<file path="src/rtl/pu_hop_rx.sv">
// Receive end of the path-parser -> PU hop stream: buffers hops in a circular RAM, emits one descriptor per packet.
// Optional statistics counters are built when PU_HOP_RX_STATS_EN is defined.
`ifndef RESET_SIG
`define RESET_SIG rst
`endif
`ifndef HOP_INFO_NBITS
`define HOP_INFO_NBITS 16
`endif

module pu_hop_rx #(
  parameter int HOP_BUF_DEPTH_NBITS   = 5,
  parameter int HOP_CNT_NBITS         = 4,
  parameter int DESC_FIFO_DEPTH_NBITS = 2
) (
  input  logic                           clk,
  input  logic                           `RESET_SIG,
  input  logic                           pp_pu_hop_valid,
  input  logic [`HOP_INFO_NBITS-1:0]     pp_pu_hop_data,
  input  logic                           pp_pu_hop_sop,
  input  logic                           pp_pu_hop_eop,
  input  logic                           pp_pu_hop_error,
  output logic                           pu_pp_hop_ready,
  output logic                           pu_desc_valid,
  input  logic                           pu_desc_ready,
  output logic [HOP_BUF_DEPTH_NBITS-1:0] pu_desc_start,
  output logic [HOP_CNT_NBITS-1:0]       pu_desc_cnt,
  output logic                           pu_desc_error,
  input  logic [HOP_BUF_DEPTH_NBITS-1:0] pu_hop_raddr,
  output logic [`HOP_INFO_NBITS-1:0]     pu_hop_rdata,
  input  logic                           pu_hop_release,
  input  logic [HOP_CNT_NBITS-1:0]       pu_hop_release_cnt,
  output logic [1:0]                     dbg_state_o
`ifdef PU_HOP_RX_STATS_EN
  ,
  output logic [31:0]                    stat_pkt_cnt,
  output logic [31:0]                    stat_err_cnt,
  output logic [31:0]                    stat_drop_cnt
`endif
);
  localparam int AW  = HOP_BUF_DEPTH_NBITS;
  localparam int CW  = HOP_CNT_NBITS;
  localparam int FW  = DESC_FIFO_DEPTH_NBITS;
  localparam int HW  = `HOP_INFO_NBITS;
  localparam logic [CW-1:0] MAX_HOPS    = '1;
  localparam logic [FW:0]   DFIFO_DEPTH = (FW+1)'(1 << FW);

  typedef enum logic [1:0] {IDLE = 2'd0, ACTIVE = 2'd1, DROP = 2'd2} state_e;
  typedef struct packed {
    logic [AW-1:0] start;
    logic [CW-1:0] cnt;
    logic          err;
  } desc_t;

  function automatic desc_t mk_desc(input logic [AW-1:0] s, input logic [CW-1:0] c, input logic e);
    desc_t d;
    d.start = s;
    d.cnt   = c;
    d.err   = e;
    return d;
  endfunction

  state_e        state_q, state_d, st_n;
  logic [AW:0]   wptr_q, wptr_d, wptr_n, fptr_q, fptr_d, pkt_start_q, pkt_start_d, pkt_start_n;
  logic [CW-1:0] hop_cnt_q, hop_cnt_d, hop_cnt_n;
  logic [AW:0]   base, occ, rel;
  logic          beat_wr, p0, p1, idle_proc, np, acc;
  desc_t         d0, d1, nd;

  // Beat decode assumes the beat is taken; registers only apply it when acc is high.
  always_comb begin
    st_n        = state_q;
    wptr_n      = wptr_q;
    pkt_start_n = pkt_start_q;
    hop_cnt_n   = hop_cnt_q;
    base        = wptr_q;
    beat_wr     = 1'b0;
    p0          = 1'b0;
    p1          = 1'b0;
    d0          = '0;
    d1          = '0;
    nd          = '0;
    np          = 1'b0;
    idle_proc   = 1'b0;
    case (state_q)
      IDLE: idle_proc = 1'b1;
      ACTIVE: begin
        if (pp_pu_hop_sop) begin
          // Unexpected sop: abandon the open packet, then treat this beat as a fresh start.
          wptr_n    = pkt_start_q;
          base      = pkt_start_q;
          p0        = 1'b1;
          d0        = mk_desc(pkt_start_q[AW-1:0], '0, 1'b1);
          st_n      = IDLE;
          idle_proc = 1'b1;
        end else if (pp_pu_hop_error) begin
          wptr_n = pkt_start_q;
          p0     = 1'b1;
          d0     = mk_desc(pkt_start_q[AW-1:0], '0, 1'b1);
          st_n   = IDLE;
        end else if (hop_cnt_q == MAX_HOPS) begin
          wptr_n = pkt_start_q;
          if (pp_pu_hop_eop) begin
            p0   = 1'b1;
            d0   = mk_desc(pkt_start_q[AW-1:0], '0, 1'b1);
            st_n = IDLE;
          end else begin
            st_n = DROP;
          end
        end else begin
          beat_wr   = 1'b1;
          wptr_n    = wptr_q + (AW+1)'(1);
          hop_cnt_n = hop_cnt_q + CW'(1);
          if (pp_pu_hop_eop) begin
            p0   = 1'b1;
            d0   = mk_desc(pkt_start_q[AW-1:0], hop_cnt_q + CW'(1), 1'b0);
            st_n = IDLE;
          end
        end
      end
      DROP: begin
        if (pp_pu_hop_eop) begin
          p0   = 1'b1;
          d0   = mk_desc(pkt_start_q[AW-1:0], '0, 1'b1);
          st_n = IDLE;
        end
      end
      default: st_n = IDLE;
    endcase
    if (idle_proc && pp_pu_hop_sop) begin
      if (pp_pu_hop_error) begin
        np = 1'b1;
        nd = mk_desc(base[AW-1:0], '0, 1'b1);
      end else begin
        beat_wr = 1'b1;
        wptr_n  = base + (AW+1)'(1);
        if (pp_pu_hop_eop) begin
          np = 1'b1;
          nd = mk_desc(base[AW-1:0], CW'(1), 1'b0);
        end else begin
          pkt_start_n = base;
          hop_cnt_n   = CW'(1);
          st_n        = ACTIVE;
        end
      end
      if (np) begin
        if (p0) begin
          p1 = 1'b1;
          d1 = nd;
        end else begin
          p0 = 1'b1;
          d0 = nd;
        end
      end
    end
  end

  // Descriptor FIFO (first-word-fall-through); a violating sop may push two entries in one cycle.
  desc_t       dfifo_q [1 << FW];
  logic [FW-1:0] dwr_q, drd_q;
  logic [FW:0]   dcnt_q, need;
  logic          push0, push1, pop, fifo_ok;

  assign need    = (FW+1)'(p0) + (FW+1)'(p1);
  assign fifo_ok = (dcnt_q != DFIFO_DEPTH) && (need <= DFIFO_DEPTH - dcnt_q);
  assign occ     = base - fptr_q;

  // Handshake: a beat transfers on the rising edge where pp_pu_hop_valid and pu_pp_hop_ready are both high;
  // ready never depends on valid, and only beats that need a buffer slot are held off by a full buffer.
  assign pu_pp_hop_ready = ~`RESET_SIG & fifo_ok & (~beat_wr | ~occ[AW]);
  assign acc   = pp_pu_hop_valid & pu_pp_hop_ready;
  assign push0 = acc & p0;
  assign push1 = acc & p1;
  assign pop   = pu_desc_valid & pu_desc_ready;

  always_comb begin
    state_d     = acc ? st_n : state_q;
    wptr_d      = acc ? wptr_n : wptr_q;
    pkt_start_d = acc ? pkt_start_n : pkt_start_q;
    hop_cnt_d   = acc ? hop_cnt_n : hop_cnt_q;
    rel         = pu_hop_release ? {{(AW+1-CW){1'b0}}, pu_hop_release_cnt} : '0;
    // Over-release is clamped so the free pointer never passes the write pointer.
    if (rel > wptr_d - fptr_q) fptr_d = wptr_d;
    else                       fptr_d = fptr_q + rel;
  end

  always_ff @(posedge clk) begin
    if (`RESET_SIG) begin
      state_q     <= IDLE;
      wptr_q      <= '0;
      fptr_q      <= '0;
      pkt_start_q <= '0;
      hop_cnt_q   <= '0;
      dwr_q       <= '0;
      drd_q       <= '0;
      dcnt_q      <= '0;
    end else begin
      state_q     <= state_d;
      wptr_q      <= wptr_d;
      fptr_q      <= fptr_d;
      pkt_start_q <= pkt_start_d;
      hop_cnt_q   <= hop_cnt_d;
      dwr_q       <= dwr_q + FW'(push0) + FW'(push1);
      drd_q       <= drd_q + FW'(pop);
      dcnt_q      <= dcnt_q + (FW+1)'(push0) + (FW+1)'(push1) - (FW+1)'(pop);
    end
  end

  always_ff @(posedge clk) begin
    if (push0) dfifo_q[dwr_q] <= d0;
    if (push1) dfifo_q[dwr_q + FW'(1)] <= d1;
  end

  assign pu_desc_valid = (dcnt_q != '0);
  assign pu_desc_start = pu_desc_valid ? dfifo_q[drd_q].start : '0;
  assign pu_desc_cnt   = pu_desc_valid ? dfifo_q[drd_q].cnt : '0;
  assign pu_desc_error = pu_desc_valid ? dfifo_q[drd_q].err : 1'b0;
  assign dbg_state_o   = state_q;

  logic [HW-1:0] hop_mem_q [1 << AW];

  always_ff @(posedge clk) begin
    if (acc && beat_wr) hop_mem_q[base[AW-1:0]] <= pp_pu_hop_data;
  end

  always_ff @(posedge clk) begin
    if (`RESET_SIG) pu_hop_rdata <= '0;
    else            pu_hop_rdata <= hop_mem_q[pu_hop_raddr];
  end

`ifdef PU_HOP_RX_STATS_EN
  logic       drop_exit;
  logic [1:0] n_good, n_err;

  function automatic logic [31:0] sat_add(input logic [31:0] a, input logic [1:0] b);
    logic [32:0] s;
    s = {1'b0, a} + 33'(b);
    return s[32] ? '1 : s[31:0];
  endfunction

  assign drop_exit = acc & pp_pu_hop_eop & ((state_q == DROP) |
                     ((state_q == ACTIVE) & ~pp_pu_hop_sop & ~pp_pu_hop_error & (hop_cnt_q == MAX_HOPS)));
  assign n_good    = 2'(push0 & ~d0.err) + 2'(push1 & ~d1.err);
  assign n_err     = 2'(push0 & d0.err) + 2'(push1 & d1.err) - 2'(drop_exit);

  always_ff @(posedge clk) begin
    if (`RESET_SIG) begin
      stat_pkt_cnt  <= '0;
      stat_err_cnt  <= '0;
      stat_drop_cnt <= '0;
    end else begin
      stat_pkt_cnt  <= sat_add(stat_pkt_cnt, n_good);
      stat_err_cnt  <= sat_add(stat_err_cnt, n_err);
      stat_drop_cnt <= sat_add(stat_drop_cnt, {1'b0, drop_exit});
    end
  end
`endif

endmodule

</file>
<file path="config.mk">
export PLATFORM = sky130hd
export DESIGN_NAME = pu_hop_rx
export DESIGN_NICKNAME = d
export VERILOG_FILES = /design/src/rtl/pu_hop_rx.sv
export SDC_FILE = /design/constraint.sdc
export NUM_CORES = 1
export LEC_CHECK = 0
export BUFFER_PORTS_ARGS = -buffer_cell sky130_fd_sc_hd__buf_4
export CAP_MARGIN = 20
export CORE_MARGIN = 10
export CORE_UTILIZATION = 55
export CTS_CLUSTER_SIZE = 30
export DETAILED_ROUTE_END_ITERATION = 8
export GPL_TIMING_DRIVEN = 0
export PLACE_DENSITY = 0.74
export SLEW_MARGIN = 5
export SYNTH_ARGS = -nofsm -noshare
export SYNTH_HDL_FRONTEND = slang
export SYNTH_SLANG_ARGS = --single-unit
</file>
<file path="constraint.sdc">
create_clock -name clk -period 5.7 [get_ports clk]
set_input_delay 0.855 -clock clk [delete_from_list [all_inputs] [get_ports clk]]
set_output_delay 0.855 -clock clk [all_outputs]
set_load 0.02 [all_outputs]
</file>
==> out/summary.md <==
* **Die ar.** 53,300 um2
* **number of instances in the placed design** 1,982
* **WS Path Type** flip-flop to flip-flop
* **Port-buffer cells** 58
* **global-route wire length before repair** 86,400 um
* **total of max-cap violations** 0
* **share of final-layout standard cells stronger than drive strength 1** 28.6%
* **Core Area** 44,100 um2
* **EDFF count, synth** 540
* **total clock sinks** 599
* **horizontal die dimension** 231 um
* **total wirelength of the detailed-routed design** 57,500 um
* **hold violation count in the final report** 0
* **post-CTS clock slew at the launch and capture registers of the worst setup and hold paths** 0.06 ns
* **register bit count reported by yosys** 599
* **final total negative setup slack** 0 ns
* **power density over the cells** 357 nW/um2
* **cell area after synthesis** 24,500 um2
* **Max VDD drop** 0.313 mV
* **leakage dissipation** 0.00929 uW
* **clock tree from TritonCTS** done
* **root buffer cell** sky130_fd_sc_hd__clkbuf_16
* **critical path data required time** 6.20 ns
* **maximum frequency from static timing analysis** 186 MHz
* **CP Data Arrival Time** 5.87 ns
* **origin of the worst setup path** dbg_state_o[1]
* **DRC errors left** 0
* **vertical die dimension** 231 um
* **cell count after synthesis** 1,300
* **biggest cell delay along the critical path** 0.58 ns
* **Largest delay share family, worst path** adder cells
* **Routed Antenna Nets** 0
* **number of buffers inserted for hold repair after clock tree synthesis** 0
* **number of warnings printed during yosys synthesis** 0
* **post-DP HPWL** 38,500 um
* **via count normalized by instance count** 6.23
* **Layout Nets** 1,536
* **number of cell rows** 77
* **Relative slew margins** 27.6%
* **clock latency on the worst-skew pair** 0.62 ns
* **worst-case clock skew** 0.0172 ns
* **pin count of the biggest net entering global routing** 33
* **run status** complete, no violations
* **synth-to-layout area growth** 16.2%
* **Tcrit/Tclk final** 94.3%
* **Final Slew Violations** 0
* **top_reg_cell synth** sky130_fd_sc_hd__edfxtp_1
* **start point of the worst hold path** rst
* **highest net fanout along the worst path** 10
* **time the worst path needs with I/O delays and setup** 5.38 ns
* **library cell with the largest summed area after synthesis** sky130_fd_sc_hd__edfxtp_1
* **RD Place Congestion** 0.893
* **startpoint of the worst-slack reg-to-reg timing path** dbg_state_o[1]
* **count of buffer and inverter cells on the critical path** 4
* **routed via count** 13,100
* **H-tree depth reported by CTS** 2
* **Hold/Removal Path Class** input port to flip-flop
* **post-DR wirelength/cell** 27.3 um
* **most common cell in the netlist** sky130_fd_sc_hd__edfxtp_1
* **kind of start point of the critical path** flip-flop
* **most used standard cells in the synthesized netlist** sky130_fd_sc_hd__edfxtp_1 (540), sky130_fd_sc_hd__mux4_2 (170), sky130_fd_sc_hd__nor2_1 (85)
* **number of detailed-route iterations in the first pass** 5
* **Worst path slowest cell** sky130_fd_sc_hd__or4_4
* **boundary pin count** 63
* **kind of end point of the critical path** flip-flop
* **count of endpoints failing setup in the final report** 0
* **count of different cell masters after synthesis** 60
* **Syn Nets** 1,373
* **filler-free cell count of the finished design** 2,105
* **vias in the first global route** 13,600
* **fraction of registers with async set or reset after synthesis** 0%
* **DR iter-0 viols** 1,586
* **maximum buffer depth of the clock tree** 3
* **starting density of the core** 55.4%
* **overall overflow remaining after global route** 0
* **biggest area contributors in the synthesized netlist** sky130_fd_sc_hd__edfxtp_1 (66%), sky130_fd_sc_hd__mux4_2 (16%), sky130_fd_sc_hd__dfxtp_1 (4.8%)
* **global router's overall resource usage** 21.8%
* **mean instance size in the synthesized netlist** 18.8 um2
* **actual slew at the worst max-slew pin** 1.08 ns
* **sequential-to-total area share from yosys stat** 71.1%
* **antenna violations before repair** 3
* **share of the synthesized area in the top cell type** 66.3%
* **total CTS buffers** 57
## cells in the final DEF, fill, tap and decap left out, types with 4 or more instances in the layout
master and instances:
sky130_fd_sc_hd__clkinv_1 8, sky130_fd_sc_hd__mux2i_1 17, sky130_fd_sc_hd__a21oi_1 28, sky130_fd_sc_hd__a211oi_1 7, sky130_fd_sc_hd__buf_8 34, sky130_fd_sc_hd__nor3_1 10, sky130_fd_sc_hd__clkinv_2 13, sky130_fd_sc_hd__dfxtp_1 58
sky130_fd_sc_hd__a22o_1 4, sky130_fd_sc_hd__bufinv_16 5, sky130_fd_sc_hd__nor2_1 53, sky130_fd_sc_hd__inv_1 34, sky130_fd_sc_hd__and2_1 19, sky130_fd_sc_hd__clkbuf_1 50, sky130_fd_sc_hd__buf_4 67, sky130_fd_sc_hd__a31oi_1 5
sky130_fd_sc_hd__o22ai_1 32, sky130_fd_sc_hd__nor2b_1 17, sky130_fd_sc_hd__nand3_1 30, sky130_fd_sc_hd__fa_1 5, sky130_fd_sc_hd__mux2_1 5, sky130_fd_sc_hd__clkbuf_8 6, sky130_fd_sc_hd__edfxtp_1 540, sky130_fd_sc_hd__nand2_1 27
sky130_fd_sc_hd__ha_1 33, sky130_fd_sc_hd__clkinvlp_4 6, sky130_fd_sc_hd__nand2b_1 5, sky130_fd_sc_hd__inv_2 4, sky130_fd_sc_hd__clkbuf_16 58, sky130_fd_sc_hd__buf_1 14, sky130_fd_sc_hd__o21ai_0 17, sky130_fd_sc_hd__and3_1 5
sky130_fd_sc_hd__buf_2 5, sky130_fd_sc_hd__mux4_2 170, sky130_fd_sc_hd__xor2_1 4, sky130_fd_sc_hd__mux2i_4 5, sky130_fd_sc_hd__nor2_2 32, sky130_fd_sc_hd__xnor2_1 14
## layout make-up
cell class | instances | area [um2]
Sequential cell | 599 | 17400
Fill cell | 3007 | 15700
Multi-Input combinational cell | 599 | 6860
Clock buffer | 72 | 1560
Timing Repair Buffer | 104 | 1100
Tap cell | 592 | 741
Clock inverter | 36 | 343
Buffer | 64 | 262
Inverter | 38 | 143
Antenna cell | 1 | 2.50
## worst register-to-register path: stages (launching register included)
cell,delay [ns]
sky130_fd_sc_hd__dfxtp_2,0.36
sky130_fd_sc_hd__inv_1,0.11
sky130_fd_sc_hd__ha_2,0.22
sky130_fd_sc_hd__buf_4,0.19
sky130_fd_sc_hd__nand2_8,0.11
sky130_fd_sc_hd__mux2i_4,0.30
sky130_fd_sc_hd__inv_2,0.13
sky130_fd_sc_hd__ha_1,0.32
sky130_fd_sc_hd__nand2_1,0.08
sky130_fd_sc_hd__o21ai_1,0.12
sky130_fd_sc_hd__or4_4,0.58
sky130_fd_sc_hd__a31oi_4,0.20
sky130_fd_sc_hd__buf_6,0.14
sky130_fd_sc_hd__nand3b_1,0.08
sky130_fd_sc_hd__o21ai_2,0.09
sky130_fd_sc_hd__ha_2,0.22
sky130_fd_sc_hd__fa_1,0.42
sky130_fd_sc_hd__ha_1,0.30
sky130_fd_sc_hd__nor2b_1,0.11
sky130_fd_sc_hd__o21ai_0,0.07
sky130_fd_sc_hd__nand2b_1,0.07
sky130_fd_sc_hd__a21oi_1,0.09
sky130_fd_sc_hd__nor3_4,0.21
sky130_fd_sc_hd__nand2b_1,0.13
sky130_fd_sc_hd__mux2i_4,0.25
sky130_fd_sc_hd__mux2_1,0.36
## sequential cells by signal (all words and copies together), names as in the netlist
name and flops:
hop_mem_q 512, dcnt_q 3, pkt_start_q 6, dwr_q 2
hop_cnt_q 4, pu_hop_rdata 16, dfifo_q 40, drd_q 2
fptr_q 6, dbg_state_o 2, wptr_q 6
## path summary, 6_finish.rpt
check | endpoint | slack [ns] | depth (start not counted)
max reg2reg | fptr_q[1] | 0.32 | 25
min | wptr_q[2] | 0.44 | 2
max | fptr_q[1] | 0.32 | 25
min reg2reg | dfifo_q[1][3] | 0.47 | 2
## power by group
part	internal, uW	switching [uW]	total [uW]
Sequential	4850	53.8	4900
Combinational	621	826	1450
Clock	2180	1630	3810
## stage by stage
stage          power [uW]  util, %  setup WS (ns)  hold WS (ns)  area (um2)
2_1_floorplan        5910        -         0.0437         0.420       24500
3_3_place_gp         6310     58.2         -0.871         0.434       25700
3_5_place_dp         6360     59.5         -0.887         0.454       26300
4_1_cts             10200     64.0        0.00852         0.431       28200
5_1_grt             10500     64.4       -0.00177         0.436       28400
6_report            10200     64.4          0.323         0.444       28400
## per-layer routing
layer | wire, um | vias up | global-route usage (%) | part of all wire, %
li1 | - | 5597 | - | -
met2 | 28700 | 618 | 36.2 | 50
met1 | 22200 | 6782 | 28.3 | 39
met5 | 23 | - | 0 | 0.040
met3 | 4860 | 114 | 4.73 | 8.4
met4 | 1790 | 4 | 7.36 | 3.1
## cell families (layout without fill, tap and decap cells)
| family | after synthesis | count (layout) | synth area share, % |
|---|---|---|---|
| muxes | 197 | 197 | 16.8 |
| buffers and inverters | 102 | 314 | 1.62 |
| xor gates and xnor gates | 18 | 18 | 0.644 |
| other | 0 | 1 | 0 |
| DFF | 599 | 599 | 71.1 |
| adders and majority gates | 40 | 40 | 2.20 |
| and+or+nand+nor | 217 | 217 | 4.26 |
| AOI/OAI and AO/OA | 127 | 127 | 3.39 |
## what timing repair did
| action | in CTS | in global routing |
|---|---|---|
| setup endpoints to repair | 6 | 6 |
| endpoints found under the hold margin | 0 | 0 |
| setup buffers | 3 | 4 |
| resized for setup | 13 | 14 |
| pin swaps | 2 | 3 |
No activity file was read; power rests on OpenSTA's default activity.
